`config.mk`:
```
export PLATFORM = sky130hd
export DESIGN_NAME = rx_packet_assembler
export DESIGN_NICKNAME = d
export VERILOG_FILES = /design/src/rtl/rx_packet_assembler.sv
export SDC_FILE = /design/constraint.sdc
export NUM_CORES = 1
export LEC_CHECK = 0
export ABC_AREA = 1
export CAP_MARGIN = 20
export CORE_UTILIZATION = 35
export CTS_CLUSTER_DIAMETER = 30
export CTS_CLUSTER_SIZE = 30
export DETAILED_ROUTE_END_ITERATION = 8
export PLACE_DENSITY = 0.69
export SLEW_MARGIN = 30
export SYNTH_ARGS = -nofsm -noshare
export SYNTH_HDL_FRONTEND = slang
export SYNTH_SLANG_ARGS = --single-unit
```
`constraint.sdc`:
```
create_clock -name clock -period 1.86 [get_ports clock]
set_clock_uncertainty 0.2 [all_clocks]
set_input_delay 0.372 -clock clock [delete_from_list [all_inputs] [get_ports clock]]
set_output_delay 0.372 -clock clock [all_outputs]
set_load 0.02 [all_outputs]
```
`src/rtl/rx_packet_assembler.sv`:
```
// rx_packet_assembler
// Builds one received packet from the serial bit stream that leaves the CRC16
// decode stage. The PID byte and then the payload arrive LSB-first; the CRC bits
// have already been removed. On eop the packet is classified and checked, and
// the result is held until the consumer pulses pkt_ack.
//
// Ports
//   clock, reset_n       rising-edge clock; asynchronous active-low reset
//   in_bit, in_valid     serial bit and its qualifier
//   eop, crc_valid       end-of-packet pulse; CRC residue status, sampled on eop
//   pkt_ack              consumer accepts the held packet
//   pid, pkt_type        PID nibble and its class (00 inv, 01 token, 10 data, 11 hs)
//   data, byte_count     payload (bit k in data[k]) and number of whole bytes
//   pid_err, crc_err,
//   len_err, overrun     error flags, meaningful while pkt_ready=1
//   pkt_ready, busy      result held / packet in progress
//
// Build option
//   RX_PID_CHECK_EN      when defined, PID bits 7:4 must be the complement of 3:0
//
// state   | meaning
// IDLE    | waiting for the first PID bit
// PID     | shifting in the 8 PID bits
// PAYLOAD | storing payload bits, up to 64
// DONE    | result held until pkt_ack
module rx_packet_assembler (
  input  logic        clock,
  input  logic        reset_n,
  input  logic        in_bit,
  input  logic        in_valid,
  input  logic        eop,
  input  logic        crc_valid,
  input  logic        pkt_ack,
  output logic [3:0]  pid,
  output logic [63:0] data,
  output logic [3:0]  byte_count,
  output logic [1:0]  pkt_type,
  output logic        pid_err,
  output logic        crc_err,
  output logic        len_err,
  output logic        overrun,
  output logic        pkt_ready,
  output logic        busy
);

  localparam logic [1:0] S_IDLE    = 2'd0;
  localparam logic [1:0] S_PID     = 2'd1;
  localparam logic [1:0] S_PAYLOAD = 2'd2;
  localparam logic [1:0] S_DONE    = 2'd3;

  localparam logic [1:0] T_INV   = 2'b00;
  localparam logic [1:0] T_TOKEN = 2'b01;
  localparam logic [1:0] T_DATA  = 2'b10;
  localparam logic [1:0] T_HS    = 2'b11;

  logic [1:0]  r_state;
  logic [7:0]  r_pid_sr;
  logic [2:0]  r_pid_cnt;
  logic [63:0] r_data;
  logic [6:0]  r_bit_cnt;
  logic        r_drop;
  logic        r_ovr_pend;
  logic [3:0]  r_pid;
  logic [3:0]  r_byte_count;
  logic [1:0]  r_pkt_type;
  logic        r_pid_err;
  logic        r_crc_err;
  logic        r_len_err;
  logic        r_overrun;

  logic        w_finish;
  logic [1:0]  w_type;
  logic        w_len_bad;

  assign w_finish = eop && ((r_state == S_PID) || (r_state == S_PAYLOAD));

  // The PID shifts in from the top, so after 8 bits the byte sits LSB-aligned.
  always_comb begin
    w_type = T_INV;
    case (r_pid_sr[3:0])
      4'h1, 4'h9, 4'hD: w_type = T_TOKEN;
      4'h3, 4'hB:       w_type = T_DATA;
      4'h2, 4'hA, 4'hE: w_type = T_HS;
      default:          w_type = T_INV;
    endcase
`ifdef RX_PID_CHECK_EN
    if (r_pid_sr[7:4] != ~r_pid_sr[3:0]) w_type = T_INV;
`endif
  end

  // Over-length data packets are caught by r_drop, the counter saturates at 64.
  always_comb begin
    w_len_bad = r_drop || (r_state == S_PID);
    case (w_type)
      T_TOKEN: if (r_bit_cnt != 7'd16) w_len_bad = 1'b1;
      T_HS:    if (r_bit_cnt != 7'd0) w_len_bad = 1'b1;
      T_DATA:  if (r_bit_cnt[2:0] != 3'd0) w_len_bad = 1'b1;
      default: ;
    endcase
  end

  always_ff @(posedge clock or negedge reset_n) begin
    if (!reset_n) begin
      r_state      <= S_IDLE;
      r_pid_sr     <= '0;
      r_pid_cnt    <= '0;
      r_data       <= '0;
      r_bit_cnt    <= '0;
      r_drop       <= 1'b0;
      r_ovr_pend   <= 1'b0;
      r_pid        <= '0;
      r_byte_count <= '0;
      r_pkt_type   <= '0;
      r_pid_err    <= 1'b0;
      r_crc_err    <= 1'b0;
      r_len_err    <= 1'b0;
      r_overrun    <= 1'b0;
    end else if (w_finish) begin
      r_state      <= S_DONE;
      r_pid        <= r_pid_sr[3:0];
      r_pkt_type   <= w_type;
      r_pid_err    <= (w_type == T_INV);
      r_crc_err    <= (w_type == T_DATA) && !crc_valid;
      r_len_err    <= w_len_bad;
      r_byte_count <= r_bit_cnt[6:3];
      // A bit lost in an ack/in_valid collision is reported on this packet.
      r_overrun    <= r_ovr_pend;
      r_ovr_pend   <= 1'b0;
    end else begin
      case (r_state)
        S_IDLE: begin
          if (in_valid) begin
            r_state      <= S_PID;
            r_pid_sr     <= {in_bit, 7'd0};
            r_pid_cnt    <= 3'd1;
            r_data       <= '0;
            r_bit_cnt    <= '0;
            r_drop       <= 1'b0;
            r_byte_count <= '0;
            r_pid_err    <= 1'b0;
            r_crc_err    <= 1'b0;
            r_len_err    <= 1'b0;
            r_overrun    <= 1'b0;
          end
        end
        S_PID: begin
          if (in_valid) begin
            r_pid_sr  <= {in_bit, r_pid_sr[7:1]};
            r_pid_cnt <= r_pid_cnt + 3'd1;
            if (r_pid_cnt == 3'd7) r_state <= S_PAYLOAD;
          end
        end
        S_PAYLOAD: begin
          if (in_valid) begin
            if (r_bit_cnt[6]) begin
              r_drop <= 1'b1;
            end else begin
              r_data[r_bit_cnt[5:0]] <= in_bit;
              r_bit_cnt              <= r_bit_cnt + 7'd1;
            end
          end
        end
        default: begin
          if (pkt_ack) begin
            r_state    <= S_IDLE;
            r_overrun  <= 1'b0;
            r_ovr_pend <= in_valid;
          end else if (in_valid) begin
            r_overrun <= 1'b1;
          end
        end
      endcase
    end
  end

  assign pid        = r_pid;
  assign data       = r_data;
  assign byte_count = r_byte_count;
  assign pkt_type   = r_pkt_type;
  assign pid_err    = r_pid_err;
  assign crc_err    = r_crc_err;
  assign len_err    = r_len_err;
  assign overrun    = r_overrun;
  assign pkt_ready  = (r_state == S_DONE);
  assign busy       = (r_state == S_PID) || (r_state == S_PAYLOAD);

endmodule

```
Word level (Yosys, flattened, before mapping)

Memory sizes are Yosys's and may differ from the RTL's.
Index checks and enable logic that the tools add are counted.

$add $sub $neg: 2
Multiply operators: 0
Div/mod/pow operators: 0
$lt $le $gt $ge: 2
Equal/unequal tests: 19
Shift-type cells: 0
Mux-type cells: 45
Bitwise operators: 1
Reductions and logical operators: 27

Operators with widths:

| kind                                                        | number |
|---|---|
| 2-to-1 mux 64 bit                                           | 3 |
| one-hot mux 64 bit (2 select lines)                         | 1 |
| bitwise mux 64 bit                                          | 1 |
| 2-to-1 mux 7 bit                                            | 3 |
| 2-to-1 mux 1 bit                                            | 17 |
| 2-to-1 mux 8 bit                                            | 2 |
| one-hot mux 8 bit (2 select lines)                          | 1 |
| AND reduction 5 bit                                         | 3 |
| one-hot mux 7 bit (2 select lines)                          | 1 |
| 2-to-1 mux 4 bit                                            | 3 |
| inequality test 2 bit (second input constant)               | 6 |
| 2-to-1 mux 2 bit                                            | 5 |
| nonzero test 2 bit                                          | 5 |
| == test 2 bit (second input constant)                       | 4 |
| AND reduction 4 bit                                         | 2 |
| adder 7 x 1 -> 7 bit (second input constant)                | 1 |
| less-than comparator 6 x 7 -> 1 bit (second input constant) | 1 |
| inequality test 7 x 5 -> 1 bit (second input constant)      | 1 |
| nonzero test 7 bit                                          | 1 |
| demux 1 bit (select 6 bit)                                  | 1 |
| >= comparator 6 x 1 -> 1 bit (second input constant)        | 1 |
| 2-to-1 mux 3 bit                                            | 2 |
| inequality test 3 bit (second input constant)               | 2 |
| one-hot mux 2 bit (3 select lines)                          | 1 |
| 19 further kinds                                            | 28 |

Bits in registers: 100
Bits in latches: 0
RAM bits: 0
Bits in read-only memories: 32
Input port bits: 7
Output and inout bits: 80
Memories: 1

Memories:

| name            | words | bits a word | read ports | clocked after Yosys merged registers in | write ports | RTL line | source |
|---|---|---|---|---|---|---|---|
| (no name shown) | 16    | 2           | 1          | 0                                       | 0           | 80       | `case (r_pid_sr[3:0])` |

Depth between registers and ports, before layout

Gate-level depths: netlist of run 1.

Depth in word-level cells: 8
Depth in mapped cells: 12
Depth with buffers taken out: 12

Least setup slack after synthesis of run 1

No wires, ideal clock.

Path kind: register to register
Start point: register r_state[0]
End point: register r_data[13] (netlist: data[13])
Setup time: 119 ps
Data arrival time: 1842 ps
Data required time: 1541 ps
Setup slack: -301 ps
Cell stages (with the launch flop): 12
Buffers on the path: 2
Path through: dfrtp_1 inv_1 ha_1 nand2_2 nand2_2 nor2_4 nand2_2 buf_6 buf_2 nor3_1 nor2_1 o21a_1

Word-level cells in the longest chain between the ends: 5
Elaborated cells on any way between the ends: 12
Those cells by class: eq/ne: 5; mux: 1; bitwise: 1; reduce/logical: 5

Ends and longest elaborated chain:

| element                                                        | RTL line | source |
|---|---|---|
| start, declared                                                | 56       | `logic [1:0] r_state;` |
| start signal, assigned                                         | 104      | `r_state <= S_IDLE;` |
| start signal, assigned                                         | 119      | `r_state <= S_DONE;` |
| start signal, assigned                                         | 133      | `r_state <= S_PID;` |
| == test 2 x 1 -> 1 bit / == test 2 bit (equally long branches) | --       |  |
| logical OR 1 bit *                                             | --       |  |
| via busy                                                       | 43       | `output logic busy` |
| logical AND 1 bit *                                            | 75       | `assign w_finish = eop && ((r_state == S_PID) \|\| (r_state == S_PAYLOAD));` |
| NOT 1 bit (no source line) *                                   | --       |  |
| AND reduction 5 bit (no source line) *                         | --       |  |
| end signal, assigned by index                                  | 158      | `r_data[r_bit_cnt[5:0]] <= in_bit;` |
| end, declared                                                  | 59       | `logic [63:0] r_data;` |

The timed path passes the listed nets; every way through them passes the cells marked *.
A chain may end at the register's enable or synchronous reset.

Worst setup path in the final report of run 1

Start point: register r_state[1]
End point: register r_data[13] (netlist: data[13])

Word-level cells in the longest chain between the ends: 5
Elaborated cells on any way between the ends: 12
Those cells by class: eq/ne: 5; mux: 1; bitwise: 1; reduce/logical: 5

Ends and longest elaborated chain:

| element                                                        | RTL line |
|---|---|
| == test 2 x 1 -> 1 bit / == test 2 bit (equally long branches) | 75, 130 |
| logical OR 1 bit                                               | 75 |
| logical AND 1 bit                                              | 75 |
| NOT 1 bit (no source line)                                     | -- |
| AND reduction 5 bit (no source line)                           | -- |

Several ways; a longest one is shown, not always the timed one.

==> flow_metrics.tcl, run 1 <==
set metrics [dict create \
    ctsLongestPathBuffers 2 \
    cts_root_buffer "clkbuf_16" \
    dieArea_um2 14780 \
    wl_per_cell_um 16.82 \
    pin_count 87 \
    peakVddDrop_mv 0.6063 \
    dieWidth_um 121.6 \
    finalMaxSlewViolations 0 \
    cts_buffers 9 \
    cts.htree.levels 3 \
    final_common_cell "dfrtp_1" \
    fin_crit_sh_pct 107.4 \
    fin_tns_setup_ns -3.420 \
    yosys_warnings 0 \
    cp.required_ns 1.91 \
    ys_types 30 \
    layout_setup_ws_ns -0.1369 \
    clk_pin_slew_ns 0.07 \
    final_nets 745 \
    start_kind "flip-flop" \
    path_max_fanout 36 \
    postRouteAntennaNets 0 \
    synth.net_count 611 \
    antenna_found_initial 0 \
    p_leak_nw 3.497 \
    routed_wl_um 15360 \
    cp_cell_sequence "inv_2 -> ha_4 -> nand2_4 -> nand2_4 -> nor2_4 -> nand2_4 -> buf_12 -> nor3_2 -> nor2_1 -> o21a_1" \
    slowest_stage "dfrtp_1" \
    vias 4887 \
    final_cells 913 \
    grt_pass1_wl_um 24010 \
    pre_cts_ws_ns -0.3666 \
    syn_avg_cell_area_um2 8.426 \
    drv_cap 0 \
    cp_data_arrival_time_ns 2.04 \
    grt_use_total_pct 20.91 \
    ys.flop_type "dfrtp_1" \
    grt_max_degree 44 \
    syn_inst 594 \
    drc 0 \
    async_flop_share_pct 100.0 \
    synth_edf_count 0 \
    grt_pass1_vias 4764 \
    dr.pass1.iters 5 \
    drtIter0Drc 441 \
    ys_seq_elements 100 \
    min_period_ns 1.997 \
    fmax_mhz 500.8 \
    power_density_nw_per_um2 1277 \
    overflow 0 \
    diodes 0 \
    placedCellCount 886 \
    status "finished with violations" \
    criticalPathCategory "flip-flop to flip-flop" \
    cts_tree "built" \
    ys_seq_area_share_pct 50.00 \
    globalplace.congestion 0.8804 \
    finalHoldViolCount 0 \
    viasPerCell 5.353 \
    end_kind "flip-flop" \
    hold_path_class "input pin to asynchronous set/reset pin" \
    mostFrequentLayoutCells "97 x dfrtp_1, 81 x nor2_1, 78 x dlygate4sd2_1" \
    initial_core_util_pct 35.92 \
    fin_area_um2 7103 \
    slowest_delay_ns 0.41 \
    die_h_um 121.6 \
    worstMarginPinSlew_ns 0.4505 \
    cts.sinks 100 \
    core_region_area_um2 13930 \
    worst_path_most_repeated_cell "nand2_4" \
    hold_ws_ns 0.2464 \
    violations "setup timing" \
    relSlewSlack_pct 69.93 \
    placed_cell_area_um2 6477 \
    portBuffers 86 \
    synthesis.area_um2 5005 \
    areaGrowthSynthToFinish_pct 41.92 \
    num_rows 43 \
    insertion_delay_ns 0.35 \
    setup_viol 55 \
    drive_gt1_share_pct 22.65 \
    dp_hpwl_um 10310 \
    rsz0062_at_grt "yes" \
]
==> flip-flops by register name, indices dropped and copies added (netlist names) <==
| signal | flops |
|---|---|
| byte_count | 4 |
| crc_err | 1 |
| data | 64 |
| len_err | 1 |
| overrun | 1 |
| pid | 4 |
| pid_err | 1 |
| pkt_type | 2 |
| r_bit_cnt | 7 |
| r_drop | 1 |
| r_ovr_pend | 1 |
| r_pid_cnt | 3 |
| r_pid_sr | 8 |
| r_state | 2 |
==> synth_stat cells, types with 2 or more instances <==
library cell    n  area [um^2]
nor2_4          2        22.52
o21a_1         10        75.07
nor2_1         84        315.3
buf_4           4        30.03
a22o_1          2        17.52
o211ai_1        7        52.55
dfrtp_1       100         2502
o21ai_0        47        235.2
inv_1          49        183.9
nand3_1        10        50.05
nand2_2         4        25.02
clkinv_1        2        7.510
ha_1           10        125.1
nand4_1        39        244.0
clkbuf_1       10        37.54
nor2_2          3        18.77
o22ai_1         8        50.05
nor3_4          3        48.80
nor3_1         45        225.2
inv_2           9        33.78
a21oi_1        20        100.1
buf_2          11        55.05
nand2_1        73        274.0
o21ai_1        28        140.1
nor3_2          2        20.02
o31ai_1         3        22.52
buf_6           6        67.56
==> power by group <==
group | switching, W | internal, W
Sequential | 0.000222 | 0.00249
Combinational | 0.00259 | 0.00171
Clock | 0.000834 | 0.00122
==> final cells by class <==
type                    instances  area, um^2
clock buffers                  12       246.5
clock inverters                 4       72.57
fillers                      1316        6832
inverters                      60       235.2
multi-input cells             403        2350
flip-flops and latches        100        2506
well taps                     180       225.2
repair buffers                154        1468
==> per-stage QoR <==
| stage | total power (W) | utilization, % |
|---|---|---|
| final | 0.009071 | 50.97 |
| after floorplan | 0.005121 | - |
| after CTS | 0.008542 | 48.75 |
| after global placement | 0.006387 | 46.48 |
| after detailed placement | 0.006512 | 46.48 |
| after global routing | 0.009579 | 50.97 |
==> cell families after synthesis <==
group                    share of synthesized area (%)
AO/OA/AOI/OAI                                    14.03
AND/OR/NAND/NOR                                  25.10
buffers and inverters                            8.375
adder cells (fa/ha/maj)                          2.500
flip-flops                                       50.00
==> path summary, 6_finish.rpt <==
path,startpoint,end,slack (ns),cells after the start
max,r_state[1],data[13],-0.14,10
min,reset_n,crc_err,0.25,2
max reg2reg,r_state[1],data[13],-0.14,10
min reg2reg,pid_err,pid_err,0.28,2
max in group asynchronous,reset_n,r_bit_cnt[3],0.67,3
min in group clock,pid_err,pid_err,0.28,2
==> routing by layer <==
| layer | track usage, % | routed length (um) | vias up |
|---|---|---|---|
| met5 | 0 | 0 | - |
| met4 | 8.102 | 259 | 0 |
| met3 | 3.745 | 947 | 19 |
| met2 | 33.84 | 7356 | 184 |
| met1 | 27.80 | 6792 | 2405 |
| li1 | - | - | 2279 |
==> timing repair <==
action,CTS,global route
hold buffers,1,0
buffers inserted,0,4
resized for setup,115,53
pin swaps,6,3
setup endpoints to repair,150,91
cloned,1,5
hold endpoints to repair,17,0
==> critical path, delay by kind of cell (launching register included) <==
kind            cells  cell delay [ns]
fa+ha+maj           1             0.22
compound gates      1             0.10
simple gates        6             0.66
flops               1             0.41
buf+inv             2             0.31
(Power assumes the default switching activity.)
==> run 2, diff against run 1 <==
Settings changed: GPL_TIMING_DRIVEN set to 0.
==> run 2 against run 1 <==
  * The run still ends with setup timing left
  * Wire length is essentially flat
  * Count of clock-buffer cells in the layout fell by 3
  * Setup slack lost 0.078 ns
  * Clock power about the same
  * Critical path depth up 1
  * Cell count fell by 0.11%
  * Critical path type unchanged
  * Critical endpoint is now r_bit_cnt[3]
  * Highest routed layer unchanged
==> flow_metrics.tcl, run 2 (synthesis results as in run 1) <==
set metrics [dict create \
    status "finished with violations" \
    violations "setup timing" \
    dieArea_um2 14780 \
    path_max_fanout 5 \
    cts.htree.levels 3 \
    grt_use_total_pct 20.19 \
    slowest_delay_ns 0.40 \
    grt_pass1_vias 4662 \
    dieWidth_um 121.6 \
    globalplace.congestion 0.8289 \
    grt_max_degree 53 \
    portBuffers 85 \
    utilization_pct 52.54 \
    cts.sinks 100 \
    drc 0 \
    clk_pin_slew_ns 0.07 \
    final_nets 744 \
    power_density_nw_per_um2 1305 \
    overflow 0 \
    postRouteAntennaNets 0 \
    viasPerCell 5.431 \
    final_common_cell "dfrtp_1" \
    num_rows 43 \
    diodes 0 \
    met1_usage_pct 26.89 \
    mostFrequentLayoutCells "99 x dfrtp_1, 79 x dlygate4sd2_1, 75 x nor2_1" \
    criticalPathCategory "flip-flop to flip-flop" \
    p_total_w 0.009555 \
    insertion_delay_ns 0.35 \
    cts_tree "built" \
    vias 4953 \
    initial_core_util_pct 35.92 \
    worstMarginPinSlew_ns 0.4986 \
    core_region_area_um2 13930 \
    relSlewSlack_pct 66.72 \
    areaGrowthSynthToFinish_pct 46.27 \
    layout_setup_ws_ns -0.2152 \
    slowest_stage "dfrtp_1" \
    use_met2_pct 32.28 \
    antenna_found_initial 0 \
    grt_pass1_wl_um 23050 \
    cts_buffers 9 \
    largest_reg_flops 64 \
    fin_crit_sh_pct 111.6 \
    grt.busiest_layer "met2" \
    use_met3_pct 4.822 \
    start_kind "flip-flop" \
    dp_hpwl_um 9963 \
    min_period_ns 2.075 \
    fmax_mhz 481.9 \
    p_leak_nw 3.632 \
    drtIter0Drc 381 \
    finalHoldViolCount 0 \
    setup_viol 72 \
    finalMaxSlewViolations 0 \
    end_kind "flip-flop" \
    cp.required_ns 1.89 \
    die_h_um 121.6 \
    rsz0062_at_grt "yes" \
    cp_cell_sequence "inv_2 -> ha_4 -> nand2_4 -> nand2_8 -> nor2_4 -> nand2_4 -> clkbuf_16 -> nor2_4 -> inv_2 -> o21ai_1 -> a21oi_1" \
    drive_gt1_share_pct 25.82 \
    ctsLongestPathBuffers 2 \
    cp_data_arrival_time_ns 2.11 \
    peakVddDrop_mv 0.5956 \
    pin_count 87 \
    dr.pass1.iters 5 \
    wl_per_cell_um 16.85 \
    hold_path_class "input pin to flip-flop" \
    cts_root_buffer "clkbuf_16" \
    fillers 1253 \
    drv_cap 0 \
    routed_wl_um 15360 \
]
## run 2: changes by cell type in the layout (fill, tap and decap cells not counted), sizes merged
cell | before | now
buf | 66 | 54
clkbuf | 16 | 24
clkdlybuf4s50 | 5 | 4
clkinv | 4 | 2
clkinvlp | 1 | 3
dlygate4sd2 | 78 | 79
inv | 57 | 60
## run 2: what timing repair did
item / 4_1_cts / 5_1_grt
setup buffers: 9 / 18
hold endpoints to repair: 48 / 0
pin swaps: 3 / 23
hold buffers: 1 / 0
gates resized for setup: 124 / 126
endpoints found under the setup margin: 163 / 85
gates cloned: 1 / 7
## run 2: path summary, 6_finish.rpt
kind / to / start / depth (start not counted) / slack [ns]
max: r_bit_cnt[3] / r_state[0] / 11 / -0.22
min: data[63] / in_bit / 3 / 0.22
max reg2reg: r_bit_cnt[3] / r_state[0] / 11 / -0.22
min reg2reg: len_err / len_err / 2 / 0.27
max in group asynchronous: data[46] / reset_n / 3 / 0.52
min in group asynchronous: byte_count[0] / reset_n / 2 / 0.32
## run 2: power by group
| group | internal, W | switching, W | leakage (nW) | total [W] |
|---|---|---|---|---|
| Clock | 0.00119 | 0.000847 | 0.152 | 0.00203 |
| Combinational | 0.00196 | 0.00288 | 2.11 | 0.00484 |
| Sequential | 0.00249 | 0.000188 | 1.37 | 0.00268 |
| Total | 0.00564 | 0.00392 | 3.63 | 0.00955 |
## run 2: metrics by stage
step / cell area, um^2 / setup WS (ns) / TNS (ns) / hold slack (ns) / cells
floorplan: 5071 / -0.04446 / -0.6255 / -0.1236 / 594
global placement: 6147 / -3.514 / -377.25 / 0.2612 / 859
detailed placement: 6176 / -0.4813 / -28.60 / 0.1450 / 860
CTS: 6605 / -0.1704 / -8.023 / 0.1834 / 887
global route: 7321 / -0.3478 / -15.51 / 0.2307 / 912
finish: 7321 / -0.2152 / -8.737 / 0.2161 / 912
## run 2: area by class of cell
| class | instances | area (um^2) | area share (%) |
|---|---|---|---|
| multi-input cells | 403 | 2551 | 34.85 |
| flip-flops and latches | 100 | 2504 | 34.20 |
| repair buffers | 121 | 1150 | 15.71 |
| plain buffers | 32 | 326.6 | 4.461 |
| inverters | 60 | 241.5 | 3.299 |
| clock buffers | 9 | 225.2 | 3.076 |
| well taps | 180 | 225.2 | 3.076 |
| clock inverters | 7 | 97.59 | 1.333 |
## run 2: routing by layer
layer / share of wire, % / vias up
met4: 1.7 / 0
met3: 7.0 / 27
met1: 43 / 2401
met2: 48 / 230
met5: 0 / -
li1: - / 2295
## run 2: worst max-delay path: cells and delay by family, from the launching register on
family          cells  cell delay (ns)
simple gates        5             0.56
flops               1             0.40
buf+inv             3             0.38
fa+ha+maj           1             0.22
compound gates      2             0.19
==> patch 1 (settings of run 2) <==
The option `RX_PID_CHECK_EN` is turned on by a define.
--- a/src/rtl/rx_packet_assembler.sv
+++ b/src/rtl/rx_packet_assembler.sv
@@ -23,6 +23,8 @@
 // PID     | shifting in the 8 PID bits
 // PAYLOAD | storing payload bits, up to 64
 // DONE    | result held until pkt_ack
+`define RX_PID_CHECK_EN
+
 module rx_packet_assembler (
   input  logic        clock,
   input  logic        reset_n,
Function: no difference found for any inputs over 4 cycles, from zero or initial values and one cycle with reset_n low; that may be too few to reach the edited logic, so the function may still have changed.
==> patch 1 against run 2 <==
The flow still finishes with violations (negative setup slack). Final cell count is 3.6% lower. Worst hold slack gained 0.068 ns. Setup slack worse by 0.13 ns. Synthesized area fell by 4.9%. Sequential cell count unchanged. First-iteration DRC count increased by 5.0%. Routed wire length is 0.76% lower. Cell area down 3.8%. Power shrank 0.87%.
==> patch 1: results (changes against run 2) <==
stage,metric,value,unit,change
cts,CTS root buf,clkbuf_16,,
routing,Initial DRC Count,400,,+5.0%
power_and_ir_drop,Leak,3.44,nW,-5.4%
outcome,failing checks,negative setup slack,,
yosys,Syn Area/Cell,8.32,sq um,-1.3%
placed_design,post-DP HPWL,9470,um,-5.0%
routing,via count,4624,,-6.6%
timing,slew margin rel.,46.5,%,-20 points
hold_path,Hold EP,byte_count[1],,
critical_path,CP max stage delay,0.40,ns,about the same
critical_path,Worst Path Max Fanout,5,,unchanged
hold_path,hold path depth,2,,-1
placed_design,# placed instances,835,,-2.9%
timing,Hold WS,0.284,ns,+0.0678 ns
yosys,synth top area cells,"dfrtp_1 53%, nor2_1 7.3%, nand2_1 6.8%",,
cts,Clock H-tree levels,3,,unchanged
cts,"Clk Latency, worst-skew pair",0.35,ns,about the same
yosys,Synth Area in Adders,2.63,%,+0.13 points
critical_path,Worst Path Arrival,2.29,ns,+0.18 ns
global_route,largest net degree at the start of global routing,52,,-1.9%
power_and_ir_drop,internal power,5.46,mW,-3.2%
cells_and_area,layout cell share with drive strength beyond 1,24.0,%,-1.8 points
yosys,mux cell area share after synthesis,0.237,%,+0.24 points
critical_path,register-to-register setup slack,-0.35,ns,-0.13 ns
yosys,Commonest cells post-synth,"100 x dfrtp_1, 93 x nor2_1, 86 x nand2_1",,
critical_path,RR Startpoint,r_state[1],,
routing,vias per inst,5.26,,-3.1%
cts,clock-pin slew on the worst setup and hold paths,0.07,ns,about the same
yosys,"Net Count, Synth",589,,-3.6%
cells_and_area,Diodes inserted,0,,unchanged
critical_path,endpoint of the lowest-slack register-to-register path,r_bit_cnt[4],,
yosys,post-synth cell types,28,,-6.7%
routing,final wirelength,15200,um,-0.76%
global_route,gr usage total,22.1,%,+1.9 points
global_route,first-pass GRT wire length,24200,um,+4.9%
yosys,YS warnings,0,,unchanged
timing,Finish-stage setup viols,82,,+14%
cts,Max clock buf depth,2,,unchanged
cells_and_area,Largest register FFs,64,,unchanged
outcome,outcome,"finished, violations left",,
yosys,Synth async-reset ratio,100,%,unchanged
placed_design,IO buf count,86,,+1.2%
cells_and_area,Nets,715,,-3.9%
power_and_ir_drop,Worst VDD drop,0.000593,V,-0.51%
routing,1st-pass router iterations,5,,unchanged
hold_path,Hold Path Class,reg -> reg,,
placed_design,RePlAce Congestion,0.873,,+5.3%
global_route,vias in the first global route,4752,,+1.9%
global_route,antenna violations before repair,0,,unchanged
yosys,XOR/XNOR share of the synthesized area,0,%,unchanged
critical_path,Reg2Reg Depth,13,,+2
hold_path,HP Start,byte_count[1],,
yosys,sequential area share after synthesis,52.6,%,+2.6 points
yosys,Synth Area in Compound Gates,16.6,%,+2.6 points
timing,setup ws final,-0.347,ns,-0.132 ns
==> patch 1: how the worst max path moves through the flow <==
stage	start	to	slack, ns	cells past startpoint
floorplan	r_state[1]	data[4]	-0.19	12
global placement	reset_n	data[26]	-3.50	1
detailed placement	eop	data[13]	-0.73	10
CTS	r_state[0]	data[59]	-0.29	13
global route	r_bit_cnt[4]	data[18]	-0.46	7
finish	r_state[1]	r_bit_cnt[4]	-0.35	13
==> patch 1: cell type report <==
cell class	count	area (sq um)
Fill cell	1193	6200
Sequential cell	100	2500
Multi-Input combinational cell	376	2450
Timing Repair Buffer	115	1090
Inverter	78	297
Clock buffer	10	229
Tap cell	176	220
Buffer	18	189
Clock inverter	6	65.1
==> patch 1: stage by stage <==
| stage | area [sq um] | setup TNS [ns] | utilization [%] | setup WS [ns] |
|---|---|---|---|---|
| after floorplan | 4800 | -8.54 | - | -0.187 |
| after global placement | 5880 | -397.39 | 44.4 | -3.50 |
| after detailed placement | 5910 | -49.61 | 44.6 | -0.733 |
| after CTS | 6820 | -16.38 | 51.5 | -0.293 |
| after global routing | 7040 | -25.12 | 53.2 | -0.457 |
| final | 7040 | -18.50 | 53.2 | -0.347 |
==> patch 1: cells by family after synthesis <==
kind of cell,count (synthesis)
and+or+nand+nor,225
AOI/OAI and AO/OA,140
DFF,100
muxes,1
buffers and inverters,96
adders and majority gates,10
==> patch 1: routing by layer <==
layer  vias up  track usage [%]  routed length, um
met3        50             4.01                963
met5         -                0                  0
met1      2248             26.3               6100
met2       177             37.3               7590
li1       2149                -                  -
met4         0             12.7                590
==> patch 1: timing repair <==
action	in CTS	in global routing
hold buffers	1	0
gates resized for setup	236	57
pin swaps	20	20
setup endpoints to repair	173	92
endpoints found under the hold margin	49	0
cloned	6	0
setup buffers	16	5
==> patch 1: power by group through the flow <==
stage          combinational, mW  clock, mW  sequential (mW)
2_1_floorplan               1.95          0             3.01
3_3_place_gp                3.11          0             2.84
3_5_place_dp                3.19          0             2.86
4_1_cts                     4.29       1.90             2.81
5_1_grt                     5.09       1.98             2.87
6_report                    4.76       1.88             2.83
==> patch 1: worst register-to-register path: cells and delay by family (launching register included) <==
kind	cells	cell delay [ns]
AND/OR/NAND/NOR	7	0.71
flip-flops	1	0.40
buffers and inverters	3	0.36
AO/OA/AOI/OAI	2	0.24
adder cells (fa/ha/maj)	1	0.23
==> patch 2 (settings of run 2) <==
Without the edit above. Make the reset (`reset_n`) synchronous in one clocked block. Comments in the files are not updated.
--- a/src/rtl/rx_packet_assembler.sv
+++ b/src/rtl/rx_packet_assembler.sv
@@ -99,7 +99,7 @@
     endcase
   end
 
-  always_ff @(posedge clock or negedge reset_n) begin
+  always_ff @(posedge clock) begin
     if (!reset_n) begin
       r_state      <= S_IDLE;
       r_pid_sr     <= '0;
Function: differs if reset_n is asserted again (counterexample within 4 cycles, from zero or initial values and one cycle with reset_n low); with reset_n held inactive, the same outputs for 4 cycles.
==> patch 2 against run 2 <==
The run still ends with negative setup slack left. Power is 18% lower. Core utilization is 1.3 points higher. Cell area is 2.1% higher. Setup slack better by 0.035 ns. Synthesized area is 0.80% lower. Via count is 5.5% higher. Sequential cell count is 2 higher. Routed wire length is 0.50% higher. Critical path type unchanged. Critical endpoint is now r_bit_cnt[4]. Largest cell class unchanged.
==> patch 2: results (changes against run 2) <==
stage,metric,value,unit,change
outcome,outcome,"finished, violations left",,
outcome,failing checks,negative setup slack,,
routing,Initial DRC Count,396,,+3.9%
global_route,met2 Use GR,35.7,%,+3.4 points
placed_design,post-DP HPWL,9470,um,-4.9%
routing,routed length per instance,14.4,um,-15%
yosys,Synth Area in Adders,3.02,%,+0.52 points
placed_design,# placed instances,1012,,+18%
cts,count of cells resized by post-cts repair,184,,+48%
routing,met3 wire length,949,um,-12%
critical_path,Worst Path Max Fanout,6,,+1
global_route,vias in the first global route,4818,,+3.3%
critical_path,Worst Path Arrival,2.13,ns,+0.02 ns
routing,vias per inst,4.86,,-10%
routing,metal1 wirelength,6450,um,-2.8%
routing,met2 wire len,7700,um,+4.3%
yosys,Syn Inst Count,747,,+26%
cells_and_area,multi-input gate area in the final layout,2820,sq um,+10%
cells_and_area,Nets,909,,+22%
yosys,Synth async-reset ratio,0,%,-100 points
yosys,Post-synth top flop,dfxtp_1,,
yosys,Commonest cells post-synth,"194 x nand2_1, 139 x inv_1, 102 x dfxtp_1",,
global_route,first-pass GRT wire length,23700,um,+2.8%
placed_design,RePlAce Congestion,0.828,,-0.12%
timing,setup ws final,-0.180,ns,+0.0347 ns
cells_and_area,layout cell share with drive strength beyond 1,23.1,%,-2.7 points
cts,setup repair bufs after CTS,28,,+19
routing,final wirelength,15400,um,+0.50%
power_and_ir_drop,switching portion of total power,35.8,%,-5.2 points
global_route,gr usage total,21.0,%,+0.77 points
placed_design,Area after DPL,6130,sq um,-0.75%
yosys,post-synth cell types,29,,-3.3%
yosys,sequential area share after synthesis,41.1,%,-8.9 points
timing,Finish-stage setup viols,71,,-1.4%
critical_path,CP max stage delay,0.36,ns,-0.04 ns
yosys,"Net Count, Synth",766,,+25%
placed_design,Place WS,-0.521,ns,-0.0393 ns
yosys,Synth Area in Compound Gates,11.9,%,-2.1 points
==> patch 2: changes by cell type in the layout (fill, tap and decap cells not counted), moves of 13 or more <==
cell / run 2 / this run
dfxtp_1: 0 / 100
dfrtp_1: 99 / 0
nand2_1: 69 / 168
inv_1: 40 / 134
nand4_1: 39 / 5
o21ai_2: 7 / 30
o21ai_1: 47 / 26
nor3_2: 26 / 7
a21oi_1: 12 / 30
nor2_1: 75 / 90
nand2_2: 4 / 17
==> patch 2: path summary, 6_finish.rpt <==
check	startpoint	to	depth (start not counted)
max	r_state[0]	r_bit_cnt[4]	11
min	r_pid_cnt[0]	r_pid_cnt[0]	1
max reg2reg	r_state[0]	r_bit_cnt[4]	11
min reg2reg	r_pid_cnt[0]	r_pid_cnt[0]	1
==> patch 2: power by group through the flow <==
| stage | clock, mW | combinational, mW | sequential [mW] |
|---|---|---|---|
| after global routing | 2.14 | 3.62 | 2.46 |
| final | 2.04 | 3.37 | 2.44 |
| after global placement | 0 | 2.02 | 2.49 |
| after floorplan | 0 | 1.43 | 2.56 |
| after detailed placement | 0 | 2.02 | 2.49 |
| after CTS | 2.05 | 2.85 | 2.44 |
==> patch 2: per-stage QoR <==
step	setup TNS (ns)	hold slack, ns
after CTS	-6.30	0.249
after global placement	-40.01	0.240
after detailed placement	-39.17	0.244
after global routing	-13.73	0.289
final	-6.99	0.259
after floorplan	-0.583	0.226
==> patch 2: final cells by class <==
type                       instances  share of cell area, %
multi-input combinational        480                   37.7
sequential                       102                   27.4
timing repair buffer             133                   17.1
inverter                         142                   7.43
clock buffer                      11                   3.40
tap                              180                   3.01
buffer                            21                   2.98
clock inverter                     5                  0.837
timing repair inverter             1                  0.218
